[config.mk]
export PLATFORM = sky130hd
export DESIGN_NAME = square_16_16
export DESIGN_NICKNAME = d
export VERILOG_FILES = /design/src/rtl/square_16_16.sv
export SDC_FILE = /design/constraint.sdc
export NUM_CORES = 1
export LEC_CHECK = 0
export BUFFER_PORTS_ARGS = -buffer_cell sky130_fd_sc_hd__buf_2
export CORE_ASPECT_RATIO = 0.5
export CORE_MARGIN = 2
export CORE_UTILIZATION = 30
export DETAILED_ROUTE_END_ITERATION = 10
export PLACE_DENSITY = 0.45
export SLEW_MARGIN = 20
export SYNTH_ARGS = -nofsm -noshare
export SYNTH_HDL_FRONTEND = slang
export SYNTH_SLANG_ARGS = --single-unit
export TNS_END_PERCENT = 30
[constraint.sdc]
create_clock -name clk -period 4.83 [get_ports clk]
set_clock_uncertainty 0.15 [all_clocks]
set_input_delay 1.449 -clock clk [delete_from_list [all_inputs] [get_ports clk]]
set_output_delay 1.449 -clock clk [all_outputs]
set_load 0.005 [all_outputs]
[src/rtl/square_16_16.sv]
// rtl/square_16_16.sv - unsigned 16.16 fixed-point squarer, iterative shift-add
// Retires BITS_PER_CYCLE multiplier bits per BUSY cycle; saturates to all-ones on overflow.
module square_16_16 #(
  parameter int BITS_PER_CYCLE = 1
) (
  input  logic        clk,
  input  logic        rst_n,
  input  logic        in_valid,
  output logic        in_ready,
  input  logic [31:0] x,
  output logic        out_valid,
  input  logic        out_ready,
  output logic [31:0] y,
  output logic        ovf
);

  localparam int         N      = 32 / BITS_PER_CYCLE;
  localparam logic [5:0] N_LOAD = 6'(N);

  localparam logic [1:0] S_IDLE = 2'd0;
  localparam logic [1:0] S_BUSY = 2'd1;
  localparam logic [1:0] S_DONE = 2'd2;

  logic [1:0]  state_q, state_d;
  logic [63:0] mcand_q, mcand_d;
  logic [31:0] mplier_q, mplier_d;
  logic [63:0] acc_q, acc_d;
  logic [5:0]  cnt_q, cnt_d;
  logic [31:0] y_q, y_d;
  logic        ovf_q, ovf_d;
  logic [63:0] step_sum;

  // One iteration: add the shifted multiplicand for each of the low multiplier bits.
  always_comb begin
    step_sum = acc_q;
    for (int k = 0; k < BITS_PER_CYCLE; k++) begin
      if (mplier_q[k]) begin
        step_sum = step_sum + (mcand_q << k);
      end
    end
  end

  always_comb begin
    state_d  = state_q;
    mcand_d  = mcand_q;
    mplier_d = mplier_q;
    acc_d    = acc_q;
    cnt_d    = cnt_q;
    y_d      = y_q;
    ovf_d    = ovf_q;
    case (state_q)
      S_IDLE: begin
        if (in_valid) begin
          mcand_d  = {32'd0, x};
          mplier_d = x;
          acc_d    = 64'd0;
          cnt_d    = N_LOAD;
          state_d  = S_BUSY;
        end
      end
      S_BUSY: begin
        acc_d    = step_sum;
        mcand_d  = mcand_q << BITS_PER_CYCLE;
        mplier_d = mplier_q >> BITS_PER_CYCLE;
        cnt_d    = cnt_q - 6'd1;
        if (cnt_q == 6'd1) begin
          state_d = S_DONE;
          // Result is latched here so y/ovf stay frozen for the whole DONE hold.
          if (step_sum[63:48] != 16'd0) begin
            y_d   = 32'hFFFF_FFFF;
            ovf_d = 1'b1;
          end else begin
            y_d   = step_sum[47:16];
            ovf_d = 1'b0;
          end
        end
      end
      S_DONE: begin
        if (out_ready) begin
          state_d = S_IDLE;
        end
      end
      default: state_d = S_IDLE;
    endcase
  end

  always_ff @(posedge clk or negedge rst_n) begin
    if (!rst_n) begin
      state_q  <= S_IDLE;
      mcand_q  <= 64'd0;
      mplier_q <= 32'd0;
      acc_q    <= 64'd0;
      cnt_q    <= 6'd0;
      y_q      <= 32'd0;
      ovf_q    <= 1'b0;
    end else begin
      state_q  <= state_d;
      mcand_q  <= mcand_d;
      mplier_q <= mplier_d;
      acc_q    <= acc_d;
      cnt_q    <= cnt_d;
      y_q      <= y_d;
      ovf_q    <= ovf_d;
    end
  end

  assign in_ready  = (state_q == S_IDLE);
  assign out_valid = (state_q == S_DONE);
  assign y         = y_q;
  assign ovf       = ovf_q;

endmodule

==> flow_summary.yaml, run 1 <==
sta:
  final.setup.worst_slack_ns: 0.3857
  finalCritPeriodShare_pct: 92.01
  worst_pin_slew_ns: 0.9109
  fmax_mhz: 225.0
  slew_headroom_pct: 39.13
  finalSetupViolations: 0
  rsz0062_at_grt: "false"
  hold_viol_final: 0
  report.final.slew_viol_count: 0
  setup_tns_ns: 0
  timing.hold.ws_ns: 0.3278
  period_minus_slack_ns: 4.444
global_routing:
  grt_pass1_vias: 11660
  grt_overflow: 0
  grtUsageTotal_pct: 20.02
  antenna_found_initial: 1
  grt_max_degree: 74
  grt_pass1_wl_um: 70610
worst_setup_path:
  r2r-start: "mcand_q[1]"
  reg2reg_depth: 13
  startpoint: "mcand_q[1]"
  crit_type: "reg2reg"
  cp-start-kind: "register"
  crit_arrival_ns: 4.69
  ff2ff_setup_slack_ns: 0.39
  crit_fanout: 14
  r2r-end: "y[28]"
  critical_path.endpoint_type: "register"
  crit_required_ns: 5.08
clock_tree:
  clk_latency_ns: 0.55
  cts_buffer_depth: 3
  cts_tree: "built"
  cts_root_buf: "clkbuf_16"
  clk_pin_slew_ns: 0.07
  htreeDepth: 1
  cts_made_buffers: 22
  clock-sinks: 201
  cts-hold-fix-buffers: 0
cells_and_area:
  fin_util_pct: 34.55
  register_area_mm2: 0.005034
  drive_gt1_share_pct: 11.11
  antennaDiodeCount: 0
  layout_commonest_cell: "dfrtp_1"
  area_delta_synth_final_pct: 12.41
  fin_nets: 1617
  multi_input_area_mm2: 0.007475
  stdcell_count: 2107
  layout_common_cells: "dfrtp_1 (198), nand2_1 (183), o21ai_0 (169)"
  fillers: 4373
  final_area_mm2: 0.01464
placement:
  gp_congestion: 0.9330
  hpwl_um: 33820
  placed_area_mm2: 0.01394
  dp_slack_ns: 0.2563
  dp.cells: 2068
  io_buffers: 70
route:
  wirelength_um: 45670
  drc_errors: 0
  via_per_inst: 5.684
  ant_nets: 0
  first_pass_iters: 6
  drt-initial-drc-count: 1080
  via_count: 11980
  wire_per_inst_um: 21.67
logic_synthesis:
  ys_ff_latch: 201
  synth_cell_type_count: 76
  synthArstFlopShare_pct: 100.0
  syn_area_mm2: 0.01302
  synth_top_area_share_pct: 38.62
  seq_area_frac_synth_pct: 38.62
  syn_avg_cell_area_um2: 8.649
  synth-main-ff-cell: "dfrtp_1"
  syn-instance-count: 1506
  synth-edff-count: 0
  synth_area_leaders: "dfrtp_1 (39%), o21ai_0 (6.5%), ha_1 (6.2%), nand2_1 (5.3%), a21oi_1 (4.5%)"
  synth_largest_area_cell: "dfrtp_1"
  syn-num-nets: 1608
  yosys_warnings: 0
pwr:
  power_mw: 9.467
  leakagePower_nw: 6.125
  powerDensity_mw_per_mm2: 646.6
  vdd_ir_drop_max_uv: 218.9
floorplan:
  pin_count: 71
  die_area_mm2: 0.04520
  die_w_um: 298.7
  chipHeight_um: 151.3
  coreArea_mm2: 0.04237
  initial_utilization_pct: 30.74
  rows: 53
min_path:
  min-delay-start: "cnt_q[4]"
  hold_end: "cnt_q[4]"
  hold_path.class: "reg2reg"
  whs_path_depth: 1
run_status:
  status: "complete, no violations"
run:
  max-cap-violations: 0
## worst max-delay path by stage
stage               slack (ns)    end
finish                    0.39  y[28]
floorplan                 1.29   y[3]
global placement          0.31  y[28]
CTS                       0.24  y[28]
global route              0.09  y[28]
detailed placement        0.26  y[28]
## per-layer routing
| layer | vias to the layer above | GRT usage [%] | routed length [µm] |
|---|---|---|---|
| met3 | 38 | 3.098 | 2558 |
| met4 | 0 | 3.518 | 661 |
| li1 | 5638 | - | - |
| met1 | 5981 | 30.15 | 23180 |
| met2 | 319 | 30.30 | 19270 |
| met5 | - | 0 | 0 |
## area by class of cell
type / instances / area share [%]
tap: 577 / 4.931
inverter: 21 / 0.5384
clock buffer: 32 / 4.153
sequential: 201 / 34.38
clock inverter: 7 / 0.5298
multi-input combinational: 1169 / 51.05
timing repair buffer: 100 / 4.418
## cells by family after synthesis
family	count (synthesis)	synth area share, %
simple gates	437	15.67
buf+inv	136	4.236
fa+ha+maj	66	6.398
mux	27	2.094
compound gates	584	29.29
xor+xnor	55	3.698
flops	201	38.62
## timing repair
item                       in CTS  in global routing
setup buffers                   0                  0
setup endpoints to repair       0                  1
gates resized for setup         0                  1
## power by group
group / switching (mW) / total (mW) / leakage [nW] / internal (mW)
combinational: 3.08 / 4.81 / 3.22 / 1.73
clock: 0.768 / 1.70 / 0.332 / 0.933
sequential: 0.607 / 2.96 / 2.57 / 2.35
## state kept, by name (all words and copies together), names as in the netlist
register,count
acc_q,64
cnt_q,6
mcand_q,64
mplier_q,32
ovf,1
state_q,2
y,32
## cell usage after synthesis (6+ instances only)
library cell / count
and3_1: 7
or3_1: 7
a22o_1: 42
nor2b_1: 8
clkbuf_1: 86
buf_2: 24
a21oi_2: 6
nor4_1: 8
nand3_1: 13
nor3b_1: 9
a21oi_1: 118
nor3_1: 21
nor2_1: 107
o211ai_1: 10
a31oi_1: 24
a21o_1: 24
xor2_1: 29
a221o_1: 7
a41oi_1: 20
o21ai_0: 169
nand2_1: 183
o21ai_1: 8
nand2b_1: 8
inv_1: 20
ha_1: 65
o21a_1: 11
o21bai_1: 12
nand4_1: 41
and2_1: 6
xnor2_1: 26
a22oi_1: 73
mux2i_1: 25
a211oi_1: 10
dfrtp_1: 201
## worst max-delay path, cell delays in order (launching register included)
cell and delay (ns):
dfrtp_1 0.42, ha_1 0.33, a211oi_1 0.37, o21ai_0 0.13, buf_4 0.17, a211o_1 0.34
o211a_1 0.32, a31oi_2 0.37, o21ai_0 0.17, xnor2_1 0.30, a31oi_1 0.19, buf_4 0.26
a2111oi_0 0.60, a31oi_1 0.16
No activity file was read; power rests on OpenSTA's default activity.
==> run 2: changes to the inputs <==
==> constraint.sdc (replaced) <==
create_clock -name clk -period 4.7 [get_ports clk]
set_clock_uncertainty 0.15 [all_clocks]
set_input_delay 1.41 -clock clk [delete_from_list [all_inputs] [get_ports clk]]
set_output_delay 1.41 -clock clk [all_outputs]
set_load 0.005 [all_outputs]
==> flow_summary.yaml, run 2 (same netlist as run 1, synthesis figures left out) <==
global_routing:
  antenna_found_initial: 1
  grt_overflow: 0
  grt_pass1_vias: 11630
  grt_max_degree: 82
  grtUsageTotal_pct: 19.94
  grt_pass1_wl_um: 70460
clock_tree:
  cts_root_buf: "clkbuf_16"
  clk_latency_ns: 0.56
  cts_buffer_depth: 3
  htreeDepth: 1
  cts_tree: "built"
  clk_pin_slew_ns: 0.07
  cts-hold-fix-buffers: 0
  clock-sinks: 201
  cts_made_buffers: 23
route:
  ant_nets: 0
  wire_per_inst_um: 21.29
  wirelength_um: 45000
  via_count: 11920
  drt-initial-drc-count: 1085
  drc_errors: 0
  via_per_inst: 5.637
  first_pass_iters: 5
sta:
  finalCritPeriodShare_pct: 95.20
  hold_viol_final: 0
  worst_pin_slew_ns: 0.8236
  setup_tns_ns: 0
  final.setup.worst_slack_ns: 0.2255
  fmax_mhz: 223.5
  finalSetupViolations: 0
  slew_headroom_pct: 44.96
  rsz0062_at_grt: "false"
  report.final.slew_viol_count: 0
  period_minus_slack_ns: 4.475
cells_and_area:
  layout_common_cells: "dfrtp_1 (198), nand2_1 (183), o21ai_0 (169)"
  fin_nets: 1621
  drive_gt1_share_pct: 11.65
  area_delta_synth_final_pct: 13.16
  final_area_mm2: 0.01474
  reg_top3: "acc_q: 64 flops, mcand_q: 64 flops"
  layout_commonest_cell: "dfrtp_1"
  stdcell_count: 2114
floorplan:
  pin_count: 71
  die_area_mm2: 0.04520
  chipHeight_um: 151.3
  coreArea_mm2: 0.04237
  initial_utilization_pct: 30.74
  die_w_um: 298.7
  rows: 53
worst_setup_path:
  crit_path_max_incr_delay_ns: 0.51
  r2r-start: "mcand_q[25]"
  startpoint: "mcand_q[25]"
  cpMostUsedCell: "o21ai_0"
  crit_path_cell_trace: "ha_1 > a21oi_1 > o21a_1 > o21ai_0 > nor3_1 > o21ai_0 > a31oi_1 > mux2i_1 > a211o_1 > nor3_4 > a41oi_1"
  crit_fanout: 8
  cp-start-kind: "register"
  crit_type: "reg2reg"
  crit_arrival_ns: 4.71
  cp_slowest_cell: "a31oi_1"
  critical_path.endpoint_type: "register"
  crit_required_ns: 4.94
placement:
  hpwl_um: 33620
  placed_area_mm2: 0.01394
  dp.cells: 2071
  io_buffers: 70
  gp_congestion: 0.9112
  dp_slack_ns: 0.2487
pwr:
  leakagePower_nw: 6.191
  powerDensity_mw_per_mm2: 674.7
  vdd_ir_drop_max_uv: 250.5
min_path:
  min-delay-start: "mplier_q[14]"
  hold_path.class: "reg2reg"
run:
  max-cap-violations: 0
run_status:
  status: "complete, no violations"
-- run 2: changes by cell type in the layout (fill, tap and decap cells not counted) --
cell	delta
clkbuf_1	-3
clkbuf_8	+1
clkbuf_16	+1
clkinv_4	+1
clkinvlp_4	-1
clkinv_8	-1
nor2_2	+1
diode_2	+1
buf_12	-2
clkinv_2	+2
nor2_4	-1
inv_16	+1
buf_4	+5
bufinv_16	+2
-- run 2: routing by layer --
layer | GRT usage [%] | share of wire [%] | up-vias
met2 | 29.56 | 42 | 258
met5 | 0 | 0 | -
met3 | 3.098 | 5.0 | 42
li1 | - | - | 5623
met4 | 3.543 | 1.6 | 0
met1 | 30.52 | 52 | 5994
-- run 2: final cells by class --
cell class / instances / area (µm²)
Fill cell: 4389 / 27640
Multi-Input combinational cell: 1169 / 7470
Sequential cell: 201 / 5034
Tap cell: 577 / 721.9
Timing Repair Buffer: 103 / 644.4
Clock buffer: 31 / 635.6
Clock inverter: 11 / 152.6
Inverter: 21 / 78.83
Antenna cell: 1 / 2.502
-- run 2: what timing repair did --
item,in CTS,in global routing
gates resized for setup,0,1
setup endpoints to repair,0,1
endpoints found under the hold margin,0,0
buffers inserted,0,0
-- run 2: critical path, delay by kind of cell (launching register included) --
family | cells | cell delay (ns)
compound gates | 7 | 2.16
simple gates | 2 | 0.94
flops | 1 | 0.46
fa+ha+maj | 1 | 0.45
mux | 1 | 0.14
-- run 2: power breakdown --
| part | leakage [nW] | internal, mW | switching [mW] | total (mW) |
|---|---|---|---|---|
| registers | 2.57 | 2.41 | 0.616 | 3.03 |
| clock network | 0.391 | 1.13 | 0.815 | 1.94 |
| logic | 3.23 | 1.78 | 3.19 | 4.97 |
-- run 2: path summary, 6_finish.rpt --
| check | endpoint | slack, ns | depth (start not counted) |
|---|---|---|---|
| setup / recovery | y[31] | 0.23 | 11 |
| hold / removal | mplier_q[13] | 0.33 | 2 |
| setup reg to reg | y[31] | 0.23 | 11 |
| hold reg to reg | mplier_q[13] | 0.33 | 2 |
| max in group asynchronous | y[19] | 2.69 | 2 |
| min in group asynchronous | mplier_q[6] | 0.76 | 1 |
-- run 2: through the flow --
stage / power (mW) / hold slack [ns] / utilization [%]
after global placement: 7.942 / 0.3093 / 32.90
after global routing: 10.73 / 0.3565 / 34.78
final: 9.945 / 0.3341 / 34.78
after CTS: 9.998 / 0.3385 / 34.76
after floorplan: 6.304 / 0.2968 / -
after detailed placement: 8.018 / 0.3209 / 32.90
==> run 3: changes to the inputs <==
--- a/config.mk
+++ b/config.mk
@@ -7,10 +7,10 @@
 export LEC_CHECK = 0
 export BUFFER_PORTS_ARGS = -buffer_cell sky130_fd_sc_hd__buf_2
 export CORE_ASPECT_RATIO = 0.5
-export CORE_MARGIN = 2
 export CORE_UTILIZATION = 30
 export DETAILED_ROUTE_END_ITERATION = 10
 export PLACE_DENSITY = 0.45
+export SETUP_SLACK_MARGIN = 0.3
 export SLEW_MARGIN = 20
 export SYNTH_ARGS = -nofsm -noshare
 export SYNTH_HDL_FRONTEND = slang
==> flow_summary.yaml, run 3 (same netlist as run 1, synthesis figures left out) <==
min_path:
  hold_path.class: "reg2reg"
sta:
  finalCritPeriodShare_pct: 89.20
  fmax_mhz: 238.5
  hold_viol_final: 0
  worst_pin_slew_ns: 0.9434
  slew_headroom_pct: 36.96
  period_minus_slack_ns: 4.192
  report.final.slew_viol_count: 0
  finalSetupViolations: 0
  rsz0062_at_grt: "true"
  setup_tns_ns: 0
worst_setup_path:
  critical_path.endpoint_type: "register"
  crit_type: "reg2reg"
  crit_fanout: 8
  cp_slowest_cell: "a311o_1"
  crit_required_ns: 4.93
  crit_arrival_ns: 4.42
  crit_path_max_incr_delay_ns: 0.52
  crit_path_cell_trace: "ha_1 > inv_1 > fa_1 > nor2b_1 > o2111ai_1 > a211oi_2 > o21ai_1 > a311o_1 > a31o_2 > xnor2_1 > a211o_2 > nor3_4 > buf_12 > a41oi_1"
  cp-start-kind: "register"
pwr:
  p_int_mw: 5.312
  p_seq_share_pct: 30.5
  leakagePower_nw: 6.196
  p_comb_share_pct: 50.6
  power_mw: 9.925
  p_sw_mw: 4.613
  p_sw_share_pct: 46.47
  vdd_ir_drop_max_uv: 233.4
  powerDensity_mw_per_mm2: 669.9
  clock_power_share_pct: 18.9
placement:
  io_buffers: 70
  placed_area_mm2: 0.01399
  gp_congestion: 0.9186
  hpwl_um: 34520
  dp.cells: 2076
run_status:
  status: "complete, no violations"
cells_and_area:
  antennaDiodeCount: 0
  final_area_mm2: 0.01482
  layout_common_cells: "dfrtp_1 (198), nand2_1 (183), o21ai_0 (167)"
  fin_nets: 1627
  multi_input_area_mm2: 0.007512
  fillers: 4405
  stdcell_count: 2116
  reg_top3: "acc_q: 64 flops, mcand_q: 64 flops"
  register_area_mm2: 0.005034
  drive_gt1_share_pct: 12.22
  layout_commonest_cell: "dfrtp_1"
  fin_util_pct: 34.96
  area_delta_synth_final_pct: 13.75
route:
  via_per_inst: 5.677
  drt-initial-drc-count: 990
  wirelength_um: 46420
  wire_per_inst_um: 21.94
  first_pass_iters: 5
  drc_errors: 0
  ant_nets: 0
  via_count: 12010
clock_tree:
  cts_buffer_depth: 3
  cts_root_buf: "clkbuf_16"
  cts-hold-fix-buffers: 0
  clock-sinks: 201
  cts_tree: "built"
  htreeDepth: 1
  clk_pin_slew_ns: 0.06
  cts_made_buffers: 23
  clk_latency_ns: 0.55
global_routing:
  grt_pass1_wl_um: 72010
  grtUsageTotal_pct: 21.14
  grt_overflow: 0
  grt_pass1_vias: 11730
  antenna_found_initial: 0
  grt_max_degree: 90
floorplan:
  die_area_mm2: 0.04430
  die_w_um: 296.7
  coreArea_mm2: 0.04237
  rows: 53
  initial_utilization_pct: 30.74
  pin_count: 71
  chipHeight_um: 149.3
run:
  max-cap-violations: 0
run 3: critical path: cells and delay by family (launching register included):
kind	cells	cell delay (ns)
buffers and inverters	2	0.22
adder cells (fa/ha/maj)	2	0.64
XOR/XNOR	1	0.17
AND/OR/NAND/NOR	2	0.39
AO/OA/AOI/OAI	7	2.07
flip-flops	1	0.38
run 3: worst paths after layout:
check | from | to | slack (ns) | cells past startpoint
min in group asynchronous | rst_n | mplier_q[7] | 0.80 | 1
worst max register to register | mcand_q[0] | y[31] | 0.51 | 14
worst max-delay path | mcand_q[0] | y[31] | 0.51 | 14
max in group asynchronous | rst_n | mplier_q[2] | 2.77 | 2
worst min-delay path | mplier_q[14] | mplier_q[14] | 0.33 | 2
worst min register to register | mplier_q[14] | mplier_q[14] | 0.33 | 2
run 3: cell type report:
type / count / share of cell area [%]
inverter: 21 / 0.5320
multi-input combinational: 1169 / 50.71
sequential: 201 / 33.98
timing repair buffer: 109 / 4.822
tap: 577 / 4.873
clock inverter: 6 / 0.6165
clock buffer: 33 / 4.476
run 3: through the flow:
step / setup WS [ns] / hold slack (ns)
4_1_cts: 0.3473 / 0.3333
3_3_place_gp: 0.1435 / 0.3112
3_5_place_dp: 0.09742 / 0.3185
2_1_floorplan: 1.165 / 0.2968
6_report: 0.5076 / 0.3280
5_1_grt: 0.2928 / 0.3612
run 3: per-layer routing:
metal | wire (µm) | GRT usage (%) | vias up
li1 | - | - | 5634
met1 | 24420 | 33.52 | 6101
met2 | 19400 | 30.61 | 237
met3 | 1859 | 2.458 | 40
met4 | 739 | 3.222 | 0
met5 | 0 | 0 | -
run 3: power by group through the flow:
stage	logic (mW)	clock network, mW	registers, mW
floorplan	3.48	0	2.83
global placement	4.93	0	3.02
detailed placement	4.98	0	3.05
CTS	5.00	1.94	3.03
global route	5.57	2.01	3.12
finish	5.02	1.88	3.03
run 3: what timing repair did:
item                                   in CTS  in global routing
pin swaps                                   0                  2
setup endpoints to repair                  25                 33
setup buffers                               0                  1
gates resized for setup                     2                 11
gates cloned                                0                  0
endpoints found under the hold margin       0                  0
